$ cat config.mk
export PLATFORM = sky130hd
export DESIGN_NAME = lut_table_loader
export DESIGN_NICKNAME = d
export VERILOG_FILES = /design/src/rtl/lut_table_loader.sv
export SDC_FILE = /design/constraint.sdc
export NUM_CORES = 1
export LEC_CHECK = 0
export CAP_MARGIN = 15
export CORE_ASPECT_RATIO = 1.1
export CORE_UTILIZATION = 35
export CTS_CLUSTER_SIZE = 10
export DETAILED_ROUTE_END_ITERATION = 12
export PLACE_DENSITY = 0.62
export SETUP_SLACK_MARGIN = 0.4
export SLEW_MARGIN = 20
export SYNTH_ARGS = -nofsm -noshare
export SYNTH_HDL_FRONTEND = slang
export SYNTH_SLANG_ARGS = --single-unit
$ cat constraint.sdc
create_clock -name clk -period 3.4 [get_ports clk]
set_input_delay 0.51 -clock clk [delete_from_list [all_inputs] [get_ports clk]]
set_output_delay 0.51 -clock clk [all_outputs]
set_load 0.1 [all_outputs]
$ cat src/rtl/lut_table_loader.sv
// Runtime-loadable LogicNets neuron truth table: config stream fills a shadow table, commit swaps it active.
// Optional macro LUT_READBACK_EN adds a snapshot readback stream of the active table.
module lut_table_loader #(
    parameter int IN_BITS  = 6,
    parameter int OUT_BITS = 1,
    parameter int WORD_W   = 8
) (
    input  logic                clk,
    input  logic                rst_n,
    input  logic                cfg_valid,
    output logic                cfg_ready,
    input  logic [WORD_W-1:0]   cfg_data,
    input  logic                cfg_last,
    output logic                cfg_done,
    output logic                cfg_err,
    input  logic                err_clr,
    input  logic                in_valid,
    input  logic [IN_BITS-1:0]  in_data,
    output logic                out_valid,
    output logic [OUT_BITS-1:0] out_data
`ifdef LUT_READBACK_EN
    ,
    input  logic                rb_req,
    output logic                rb_valid,
    input  logic                rb_ready,
    output logic [WORD_W-1:0]   rb_data,
    output logic                rb_last
`endif
);

    localparam int TBITS  = (1 << IN_BITS) * OUT_BITS;
    localparam int NBEATS = TBITS / WORD_W;
    localparam int CW     = (NBEATS > 1) ? $clog2(NBEATS) : 1;
    localparam logic [CW-1:0] LAST_BEAT = CW'(NBEATS - 1);

    typedef enum logic [1:0] {IDLE, LOAD, COMMIT, DRAIN} state_t;

    state_t              state_q, state_d;
    logic [CW-1:0]       cnt_q, cnt_d;
    logic [TBITS-1:0]    shadow_q, shadow_d;
    logic [TBITS-1:0]    active_q, active_d;
    logic                err_q, err_d;
    logic                out_valid_q, out_valid_d;
    logic [OUT_BITS-1:0] out_data_q, out_data_d;
    logic                accept;
    logic                err_set;

    assign cfg_ready = rst_n && (state_q != COMMIT);
    assign accept    = cfg_valid && cfg_ready;
    assign cfg_done  = (state_q == COMMIT);
    assign cfg_err   = err_q;
    assign out_valid = out_valid_q;
    assign out_data  = out_data_q;

    // IDLE is just LOAD with the counter at zero, so both share the beat handling.
    always_comb begin
        state_d  = state_q;
        cnt_d    = cnt_q;
        shadow_d = shadow_q;
        active_d = active_q;
        err_set  = 1'b0;
        case (state_q)
            IDLE, LOAD: begin
                if (accept) begin
                    shadow_d[32'(cnt_q) * WORD_W +: WORD_W] = cfg_data;
                    if (cnt_q == LAST_BEAT) begin
                        cnt_d = '0;
                        if (cfg_last) begin
                            state_d = COMMIT;
                        end else begin
                            state_d = DRAIN;
                            err_set = 1'b1;
                        end
                    end else if (cfg_last) begin
                        cnt_d   = '0;
                        state_d = DRAIN;
                        err_set = 1'b1;
                    end else begin
                        cnt_d   = cnt_q + CW'(1);
                        state_d = LOAD;
                    end
                end
            end
            COMMIT: begin
                active_d = shadow_q;
                cnt_d    = '0;
                state_d  = IDLE;
            end
            DRAIN: begin
                if (accept && cfg_last) begin
                    cnt_d   = '0;
                    state_d = IDLE;
                end
            end
            default: state_d = IDLE;
        endcase
    end

    // A new framing error outranks a simultaneous clear.
    always_comb begin
        err_d = err_q;
        if (err_set) begin
            err_d = 1'b1;
        end else if (err_clr) begin
            err_d = 1'b0;
        end
    end

    always_comb begin
        out_valid_d = in_valid;
        out_data_d  = out_data_q;
        if (in_valid) begin
            out_data_d = active_q[32'(in_data) * OUT_BITS +: OUT_BITS];
        end
    end

    always_ff @(posedge clk) begin
        if (!rst_n) begin
            state_q     <= IDLE;
            cnt_q       <= '0;
            shadow_q    <= '0;
            active_q    <= '0;
            err_q       <= 1'b0;
            out_valid_q <= 1'b0;
            out_data_q  <= '0;
        end else begin
            state_q     <= state_d;
            cnt_q       <= cnt_d;
            shadow_q    <= shadow_d;
            active_q    <= active_d;
            err_q       <= err_d;
            out_valid_q <= out_valid_d;
            out_data_q  <= out_data_d;
        end
    end

`ifdef LUT_READBACK_EN
    logic             rb_active_q, rb_active_d;
    logic [CW-1:0]    rb_idx_q, rb_idx_d;
    logic [TBITS-1:0] rb_snap_q, rb_snap_d;

    assign rb_valid = rb_active_q;
    assign rb_data  = rb_active_q ? rb_snap_q[32'(rb_idx_q) * WORD_W +: WORD_W] : '0;
    assign rb_last  = rb_active_q && (rb_idx_q == LAST_BEAT);

    // The snapshot decouples the stream from commits that land mid-readback.
    always_comb begin
        rb_active_d = rb_active_q;
        rb_idx_d    = rb_idx_q;
        rb_snap_d   = rb_snap_q;
        if (!rb_active_q) begin
            if (rb_req) begin
                rb_active_d = 1'b1;
                rb_idx_d    = '0;
                rb_snap_d   = active_q;
            end
        end else if (rb_ready) begin
            if (rb_idx_q == LAST_BEAT) begin
                rb_active_d = 1'b0;
                rb_idx_d    = '0;
            end else begin
                rb_idx_d = rb_idx_q + CW'(1);
            end
        end
    end

    always_ff @(posedge clk) begin
        if (!rst_n) begin
            rb_active_q <= 1'b0;
            rb_idx_q    <= '0;
            rb_snap_q   <= '0;
        end else begin
            rb_active_q <= rb_active_d;
            rb_idx_q    <= rb_idx_d;
            rb_snap_q   <= rb_snap_d;
        end
    end
`endif

endmodule

==> summary.md, run 1 <==
| Metric | Value |
|---|---|
| Fin crit share | `0.731` |
| Setup_tns | `0 ns` |
| Initial Util | `0.362` |
| WP buf/inv | `1` |
| Power Density | `549 nW/um^2` |
| 1st-pass router iterations | `5` |
| Max Cap Violations | `0` |
| Relative slew slack | `0.352` |
| Mapped cell area | `5990 um^2` |
| Final Wtd Congestion | `0.842` |
| Worst vdd ir | `0.279 mV` |
| Crit path max fanout | `6` |
| Vias in the first global route | `4455` |
| Slowest CP cell | `clkdlybuf4s50_1` |
| Register-to-Register Path Depth | `7` |
| Leak | `2.36 nW` |
| Final Hold Vio Count | `0` |
| Worst Hold Class | `reg2reg` |
| Routed WL | `15.1 mm` |
| Syn_nets | `731` |
| RSZ-0062 raised after global routing | `false` |
| Via Count | `4730` |
| Iteration-0 DRC Markers | `285` |
| Root buf cell | `clkbuf_16` |
| Synth top area share | `0.454` |
| CTS tree | `built` |
| R2R Path End | `shadow_q[0]` |
| First-pass GRT wire length | `24.5 mm` |
| Yosys warns | `0` |
| Crit Path Category | `in2reg` |
| Row cnt | `49` |
| Top Family by Delay on Critical Path | `buffers and inverters` |
| Die Height | `139 um` |
| # IOs | `25` |
| Buffers on Ports | `24` |
| Antenna violations before repair | `1` |
| Post-CTS Setup Bufs | `0` |
| Die footprint | `17600 um^2` |
| R2r startpoint | `cnt_q[1]` |
| CTS Hold Bufs | `0` |
| Met3 WL | `619 um` |
| Synth Register Bits | `136` |
| Metal1 wirelength | `6.84 mm` |
| Crit path largest cell delay | `0.67 ns` |
| Worst-path cell chain | `clkdlybuf4s50_1 > mux4_2 > a22oi_1 > a31oi_1 > or4_1 > a32o_1` |
| Wirelength per Cell | `16.3 um` |
| P&R area growth vs syn | `17.6%` |
| Placement Cell Area | `6390 um^2` |
| R2R Setup Slk | `0.96 ns` |
| CP Capture Type | `flop` |
| Top cells by count, synth | `nand2_1, dfxtp_1, a21boi_0` |
| Slew @ Worst Pin | `0.969 ns` |
| Nets | `739` |
| Post-synthesis async set-or-reset flop share | `0` |
| Synth cell types | `38` |
| Share of layout cells above drive strength 1 | `0.0899` |
| Finished Cell Area | `7050 um^2` |
| Clock-pin slew on the worst setup and hold paths | `0.06 ns` |
| Fmax | `0.403 GHz` |
| Max-slew violations | `0` |
| Num CTS Buffers | `17` |
| Number of synthesized flops with an enable pin | `0` |
| Final Skew | `0.00613 ns` |
| Critical Path Sink | `out_data` |
| WP depth | `6` |
| Metal2 WL | `7.48 mm` |
| Setup crit start | `in_data[0]` |
| Post-CTS sizing | `0` |
| CP startpoint kind | `primary input` |
| Status | `complete, no violations` |
| DRC | `0` |
| Hpwl dp | `10.0 mm` |
| Post-layout power | `0.00387 W` |
| Predominant post-synthesis flop cell | `dfxtp_1` |
| WP data required | `3.71 ns` |
| Post-Synthesis Cells | `702` |
| Largest net degree at the start of global routing | `100` |
| ANT nets after route | `0` |
| Endpoints failing setup | `0` |
| Clk buf depth | `2` |
| Core area | `16600 um^2` |
| Worst Path Arrival | `2.80 ns` |
| CTS Sinks | `136` |
| # diodes | `0` |
| Grt ovf | `0` |
| Detail-routed via count per cell | `5.10` |
| Die width | `127 um` |
| Top post-synthesis cells by area | `dfxtp_1, a21boi_0, nand2_1` |
| # fillers | `1688` |
| Register area share after synthesis | `0.454` |
| H-Tree Depth | `4` |
| DR top layer | `met5` |
| Yosys top cell by area | `dfxtp_1` |
| GRT Util Overall | `0.183` |
| Average size of a mapped cell | `8.54 um^2` |
| Min Tclk post-route | `2.48 ns` |
| Most common cell in the synthesized netlist | `nand2_1` |
| Fin Hold WS | `0.459 ns` |
| Worst skew pair latency | `0.42 ns` |
## logic make-up (layout without fill, tap and decap cells)
kind of cell    after synthesis  in the layout  synth area share
flops                       136            136             0.454
compound gates              138            138             0.160
fa+ha+maj                     9              9            0.0188
mux                          27             27            0.0733
buf+inv                      58             79            0.0384
simple gates                334            334             0.255
## power by group
group	leakage, nW	switching [W]	internal, W	total [W]
sequential	1.10	0.00000637	0.00160	0.00161
combinational	0.949	0.000147	0.0000844	0.000231
clock	0.316	0.000693	0.00133	0.00202
## placed cells by master (no fill, tap or decap), types with 9 or more instances in the layout
cell and n:
nor2_1 28, dfxtp_1 136, clkbuf_16 17, nor2b_1 41, buf_4 16, a21boi_0 94
a21oi_1 26, mux2i_1 9, ha_1 9, clkdlybuf4s50_1 21, nand3_1 37, nand2_1 184
inv_1 9, mux4_2 9, and2_1 9, nand2b_1 12
## stage by stage
stage / setup WS, ns / instances / utilization
final: 0.916 / 927 / 0.426
after global placement: 0.525 / 895 / 0.386
after CTS: 0.919 / 927 / 0.426
after floorplan: 1.00 / 702 / -
after global routing: 0.731 / 927 / 0.426
after detailed placement: 0.468 / 895 / 0.386
## cell type report
type / count / area, um^2 / share of cell area
clock buffer: 23 / 498 / 0.0707
clock inverter: 9 / 161 / 0.0229
sequential: 136 / 2720 / 0.386
timing repair buffer: 37 / 330 / 0.0469
multi-input combinational: 508 / 3040 / 0.432
inverter: 10 / 37.5 / 0.00533
tap: 204 / 255 / 0.0362
## how the worst min path moves through the flow
stage | cells after the start | endpoint | slack, ns | startpoint
floorplan | 2 | active_q[11] | 0.44 | active_q[11]
global placement | 2 | active_q[33] | 0.45 | active_q[33]
detailed placement | 2 | shadow_q[53] | 0.46 | shadow_q[53]
CTS | 2 | active_q[63] | 0.46 | shadow_q[63]
global route | 2 | active_q[33] | 0.48 | active_q[33]
finish | 2 | active_q[53] | 0.46 | shadow_q[53]
## state kept, by name (all words and copies together), names as in the netlist
name and cells:
out_valid 1, cnt_q 3, cfg_err 1, out_data 1
active_q 64, shadow_q 64, state_q 2
## worst min-delay path, stage by stage (launching register included)
cell and delay [ns]:
dfxtp_1 0.31, nand2_1 0.05, a21boi_0 0.06
## per-layer routing
layer  up-vias  GRT usage
li1       2384          -
met1      2235      0.235
met2        93      0.304
met3        16     0.0396
met4         2     0.0608
met5         -          0
(Power assumes the default switching activity.)
==> run 2, diff against run 1 <==
==> constraint.sdc (replaced) <==
create_clock -name clk -period 2.6 [get_ports clk]
set_input_delay 0.39 -clock clk [delete_from_list [all_inputs] [get_ports clk]]
set_output_delay 0.39 -clock clk [all_outputs]
set_load 0.1 [all_outputs]
==> run 2 against run 1 <==
Sequential share of layout area is 0.74 points lower. Flip-flop and latch count is the same. Via count barely moved. Critical path depth did not move.
==> summary.md, run 2 (synthesized netlist as in run 1, its figures left out) <==
| Metric | Value |
|---|---|
| Antenna violations before repair | `0 (-1)` |
| Die width | `127 um (unchanged)` |
| Fin worst setup slack | `0.455 ns (-0.461 ns)` |
| Min Tclk post-route | `2.14 ns` |
| Row cnt | `49 (unchanged)` |
| WP data required | `2.91 ns (-0.80 ns)` |
| H-Tree Depth | `4 (unchanged)` |
| Regs by FF count | `active_q x64, shadow_q x64, cnt_q x3` |
| Vias in the first global route | `4527 (+1.6%)` |
| Detail-routed via count per cell | `5.03 (-1.5%)` |
| Max-slew violations | `0 (unchanged)` |
| Root buf cell | `clkbuf_16` |
| Worst vdd ir | `0.497 mV (+78%)` |
| Post-route insts no fill | `941 (+1.5%)` |
| Relative slew slack | `0.411 (+0.0584)` |
| CTS tree | `built` |
| Clock-pin slew on the worst setup and hold paths | `0.06 ns (about the same)` |
| Met3 WL | `485 um (-22%)` |
| CP startpoint kind | `primary input` |
| Crit path max fanout | `5 (-1)` |
| Grt ovf | `0 (unchanged)` |
| CTS Sinks | `136 (unchanged)` |
| Clk buf depth | `2 (unchanged)` |
| Finished Cell Area | `7190 um^2 (+2.0%)` |
| P&R area growth vs syn | `19.9%` |
| Worst skew pair latency | `0.42 ns (about the same)` |
| DRC | `0 (unchanged)` |
| Max Cap Violations | `0 (unchanged)` |
| Hpwl dp | `10.0 mm (about the same)` |
| Share of layout cells above drive strength 1 | `0.128 (+0.0376)` |
| # diodes | `0 (unchanged)` |
| CP Capture Type | `flop` |
| Clock power share | `0.497 (-0.026)` |
| First-pass GRT wire length | `24.7 mm (+0.56%)` |
| Iteration-0 DRC Markers | `246 (-14%)` |
| Combinational power share | `0.069 (+0.009)` |
| ANT nets after route | `0 (unchanged)` |
| GRT Util Overall | `0.182 (-0.000502)` |
| Power Density | `676 nW/um^2 (+23%)` |
| Metal2 WL | `6.96 mm (-6.8%)` |
| Nets | `754 (+2.0%)` |
| Largest net degree at the start of global routing | `105 (+5.0%)` |
| Leak | `2.44 nW (+3.5%)` |
| Commonest non-fill, non-tap cell in the layout | `nand2_1` |
| RSZ-0062 raised after global routing | `false` |
| Psw | `0.00111 W (+31%)` |
| Crit Path Category | `in2reg` |
| P_int | `0.00375 W (+24%)` |
| Final Wtd Congestion | `0.789 (-6.3%)` |
| Fmax | `0.466 GHz` |
| Placement Cell Area | `6530 um^2 (+2.3%)` |
| Wirelength per Cell | `15.9 um (-2.5%)` |
| Via Count | `4729 (-0.021%)` |
| Buffers on Ports | `24 (unchanged)` |
| 1st-pass router iterations | `4 (-1)` |
| Die Height | `139 um (unchanged)` |
| Endpoints failing setup | `0 (unchanged)` |
| Initial Util | `0.362 (unchanged)` |
| Worst Path Arrival | `2.45 ns (-0.35 ns)` |
| Die footprint | `17600 um^2 (unchanged)` |
| DR top layer | `met4` |
| Flop pwr share | `0.433 (+0.016)` |
| Status | `complete, no violations` |
| Most frequent cells in the layout | `nand2_1, dfxtp_1, a21boi_0` |
| # fillers | `1642 (-2.7%)` |
| Sw frac | `0.228 (+0.00914)` |
| Pre-CTS setup slack | `-0.106 ns (-0.574 ns)` |
| Final Skew | `0.00695 ns (+0.000819 ns)` |
| Fin crit share | `0.825` |
| # IOs | `25 (unchanged)` |
| Core area | `16600 um^2 (unchanged)` |
| Metal1 wirelength | `7.23 mm (+5.8%)` |
| Placed insts | `907 (+1.3%)` |
| Slew @ Worst Pin | `0.884 ns (-0.0846 ns)` |
| Final Hold Vio Count | `0 (unchanged)` |
| Routed WL | `15.0 mm (-0.99%)` |
| Worst Hold Class | `reg2reg` |
| Num CTS Buffers | `17 (unchanged)` |
## run 2: cell count changes in the layout (fill, tap and decap cells not counted), sizes merged
cell	change
dlymetal6s2s	+1
clkdlybuf4s50	-4
buf	+18
inv	-1
clkbuf	-5
bufinv	-1
clkinv	+5
clkinvlp	+1
## run 2: cell type report
| class | instances | area [um^2] | area share |
|---|---|---|---|
| Inverter | 10 | 37.5 | 0.00522 |
| Clock inverter | 13 | 155 | 0.0216 |
| Tap cell | 204 | 255 | 0.0355 |
| Timing Repair Buffer | 52 | 504 | 0.0702 |
| Clock buffer | 18 | 439 | 0.0611 |
| Sequential cell | 136 | 2720 | 0.379 |
| Multi-Input combinational cell | 508 | 3070 | 0.427 |
## run 2: final timing paths
kind         slack [ns]            to  cells past startpoint    startpoint
min reg2reg        0.46  shadow_q[51]                      2  shadow_q[51]
max                0.46      out_data                      6    in_data[2]
max reg2reg        0.60  shadow_q[39]                      7      cnt_q[1]
min                0.46  shadow_q[51]                      2  shadow_q[51]
## run 2: worst max-delay path, cell delays in order
cell and delay, ns:
clkdlybuf4s50_1 0.59, mux4_2 0.53, o22ai_1 0.16, nor4_1 0.07, or4_1 0.46, a32o_1 0.25
## run 2: metrics by stage
stage          TNS, ns  hold slack, ns   util  power [W]
2_1_floorplan        0           0.439      -    0.00235
3_3_place_gp   -0.0981           0.450  0.395    0.00248
3_5_place_dp    -0.106           0.457  0.395    0.00248
4_1_cts              0           0.465  0.433    0.00491
5_1_grt              0           0.479  0.434    0.00503
6_report             0           0.462  0.434    0.00486
## run 2: layer usage
metal / global-route usage / vias to the layer above
li1: - / 2410
met1: 0.246 / 2226
met2: 0.288 / 74
met3: 0.0408 / 19
met4: 0.0602 / 0
met5: 0 / -
## run 2: power by group through the flow
stage	clock network [W]	registers [W]	logic (W)
detailed placement	0	0.00215	0.000328
floorplan	0	0.00217	0.000177
finish	0.00242	0.00211	0.000337
CTS	0.00246	0.00211	0.000337
global route	0.00256	0.00211	0.000361
global placement	0	0.00215	0.000328
## run 2: what timing repair did
action,in CTS,in global routing
hold buffers,0,0
gates resized for setup,2,9
pin swaps,1,0
endpoints found under the setup margin,17,41
buffers inserted,3,0
==> run 3, diff against run 2 <==
--- a/config.mk
+++ b/config.mk
@@ -10,7 +10,7 @@
 export CORE_UTILIZATION = 35
 export CTS_CLUSTER_SIZE = 10
 export DETAILED_ROUTE_END_ITERATION = 12
-export PLACE_DENSITY = 0.62
+export PLACE_DENSITY = 0.64
 export SETUP_SLACK_MARGIN = 0.4
 export SLEW_MARGIN = 20
 export SYNTH_ARGS = -nofsm -noshare
==> constraint.sdc (replaced) <==
create_clock -name clk -period 1.94 [get_ports clk]
set_input_delay 0.291 -clock clk [delete_from_list [all_inputs] [get_ports clk]]
set_output_delay 0.291 -clock clk [all_outputs]
set_load 0.1 [all_outputs]
==> run 3 against run 2 <==
Non-clock buffer count increased by 62. Worst setup slack got worse by 0.40 ns. Clock skew increased by 0.0031 ns. Count of clock-buffer cells in the layout unchanged. Register-to-register slack got worse by 0.55 ns. Final area increased by 19%. Critical endpoint unchanged.
==> summary.md, run 3 (synthesized netlist as in run 1, its figures left out) <==
| Metric | Value |
|---|---|
| Status | `complete, no violations` |
| # IOs | `25 (unchanged)` |
| Clock-pin slew on the worst setup and hold paths | `0.06 ns (about the same)` |
| # fillers | `1492 (-9.1%)` |
| Min Tclk post-route | `1.89 ns` |
| Root buf cell | `clkbuf_16` |
| WP data required | `2.26 ns (-0.65 ns)` |
| Finished Cell Area | `8540 um^2 (+19%)` |
| CTS tree | `built` |
| Fmax | `0.530 GHz` |
| GRT Util Overall | `0.204 (+0.0220)` |
| Share of layout cells above drive strength 1 | `0.328 (+0.200)` |
| Buffers on Ports | `24 (unchanged)` |
| Die width | `127 um (unchanged)` |
| Grt ovf | `0 (unchanged)` |
| CP Capture Type | `flop` |
| H-Tree Depth | `4 (unchanged)` |
| P&R area growth vs syn | `42.6%` |
| RSZ-0062 raised after global routing | `true` |
| Die footprint | `17600 um^2 (unchanged)` |
| Routed WL | `17.1 mm (+15%)` |
| Vias in the first global route | `5066 (+12%)` |
| Detail-routed via count per cell | `5.15 (+2.4%)` |
| Num CTS Buffers | `17 (unchanged)` |
| Slew @ Worst Pin | `0.609 ns (-0.275 ns)` |
| CP startpoint kind | `flop` |
| Via Count | `5173 (+9.4%)` |
| Antenna violations before repair | `1 (+1)` |
| Final Wtd Congestion | `0.848 (+7.5%)` |
| Endpoints failing setup | `0 (unchanged)` |
| Regs by FF count | `active_q x64, shadow_q x64, cnt_q x3` |
| Hpwl dp | `10.7 mm (+6.6%)` |
| Most frequent cells in the layout | `nand2_1, dfxtp_1, a21boi_0` |
| Commonest non-fill, non-tap cell in the layout | `nand2_1` |
| Max Cap Violations | `0 (unchanged)` |
| Worst Hold Class | `reg2reg` |
| Wirelength per Cell | `17.1 um (+7.2%)` |
| Row cnt | `49 (unchanged)` |
| Clk buf depth | `2 (unchanged)` |
| 1st-pass router iterations | `4 (unchanged)` |
| Die Height | `139 um (unchanged)` |
| Worst skew pair latency | `0.42 ns (about the same)` |
| Placement Cell Area | `6990 um^2 (+7.0%)` |
| Max-slew violations | `0 (unchanged)` |
| Power Density | `801 nW/um^2 (+18%)` |
| Relative slew slack | `0.594 (+0.183)` |
| Leak | `2.94 nW (+20%)` |
| Worst vdd ir | `0.487 mV (-2.0%)` |
| Core area | `16600 um^2 (unchanged)` |
| CTS Sinks | `136 (unchanged)` |
| Worst Path Arrival | `2.20 ns (-0.25 ns)` |
| Crit path max fanout | `2 (-3)` |
| DRC | `0 (unchanged)` |
| Initial Util | `0.362 (unchanged)` |
| ANT nets after route | `0 (unchanged)` |
| Fin crit share | `0.973` |
| First-pass GRT wire length | `27.4 mm (+11%)` |
| Area occupied by multi-input gates | `3700 um^2 (+20%)` |
| R2R Setup Slk | `0.05 ns (-0.55 ns)` |
| Nets | `816 (+8.2%)` |
| Largest net degree at the start of global routing | `73 (-30%)` |
| Crit Path Category | `reg2reg` |
| Layout Utilization | `0.516 (+0.0819)` |
| Iteration-0 DRC Markers | `312 (+27%)` |
| Sequential Area | `2730 um^2 (+0.37%)` |
| CTS Hold Bufs | `0 (unchanged)` |
| Final Hold Vio Count | `0 (unchanged)` |
| Final Skew | `0.0100 ns (+0.00307 ns)` |
==> run 3: cell count changes in the layout (fill, tap and decap cells not counted), sizes merged <==
cell / change
buf: +60
clkinv: -3
inv: +3
dlygate4sd2: +2
bufbuf: +1
bufinv: +1
clkbuf: +1
clkdlybuf4s50: -1
diode: +1
dlymetal6s2s: -1
==> run 3: path summary, 6_finish.rpt <==
| path | start | to | depth (start not counted) |
|---|---|---|---|
| hold / removal | shadow_q[40] | shadow_q[40] | 2 |
| setup / recovery | active_q[39] | out_data | 5 |
| setup reg to reg | active_q[39] | out_data | 5 |
| hold reg to reg | shadow_q[40] | shadow_q[40] | 2 |
==> run 3: cell type report <==
type,instances,area share
multi-input cells,508,0.433
flip-flops and latches,136,0.320
repair buffers,114,0.139
clock buffers,18,0.0502
well taps,204,0.0299
clock inverters,14,0.0230
inverters,10,0.00498
diodes,1,0.000293
==> run 3: critical path: stages (launching register included) <==
cell and delay (ns):
dfxtp_2 0.34, mux4_2 0.47, a22oi_2 0.16, a31oi_1 0.09, or4_1 0.50, a32o_1 0.22
==> run 3: repair_timing <==
item | CTS | global route
endpoints found under the hold margin | 0 | 0
resized for setup | 133 | 34
cloned | 3 | 1
pin swaps | 32 | 26
endpoints found under the setup margin | 72 | 112
buffers inserted | 21 | 10
==> run 3: report_power, final <==
group / switching, W / internal, W / leakage (nW)
Sequential: 0.0000110 / 0.00281 / 1.10
Clock: 0.00127 / 0.00216 / 0.297
Combinational: 0.000316 / 0.000270 / 1.54
==> run 3: through the flow <==
step	total power [W]	hold WS [ns]	TNS (ns)	cells	setup WS [ns]
final	0.00684	0.452	0	1005	0.0518
after global routing	0.00705	0.470	-0.0441	1004	-0.0441
after CTS	0.00687	0.453	-0.0132	993	-0.0132
after detailed placement	0.00337	0.445	-1.70	937	-0.613
after global placement	0.00337	0.439	-1.17	937	-0.591
after floorplan	0.00317	0.431	0	702	0.00834
==> run 3: routing by layer <==
metal | share of wire | GRT usage
met1 | 0.43 | 0.260
met2 | 0.48 | 0.329
met3 | 0.056 | 0.0427
met4 | 0.030 | 0.103
met5 | 0 | 0
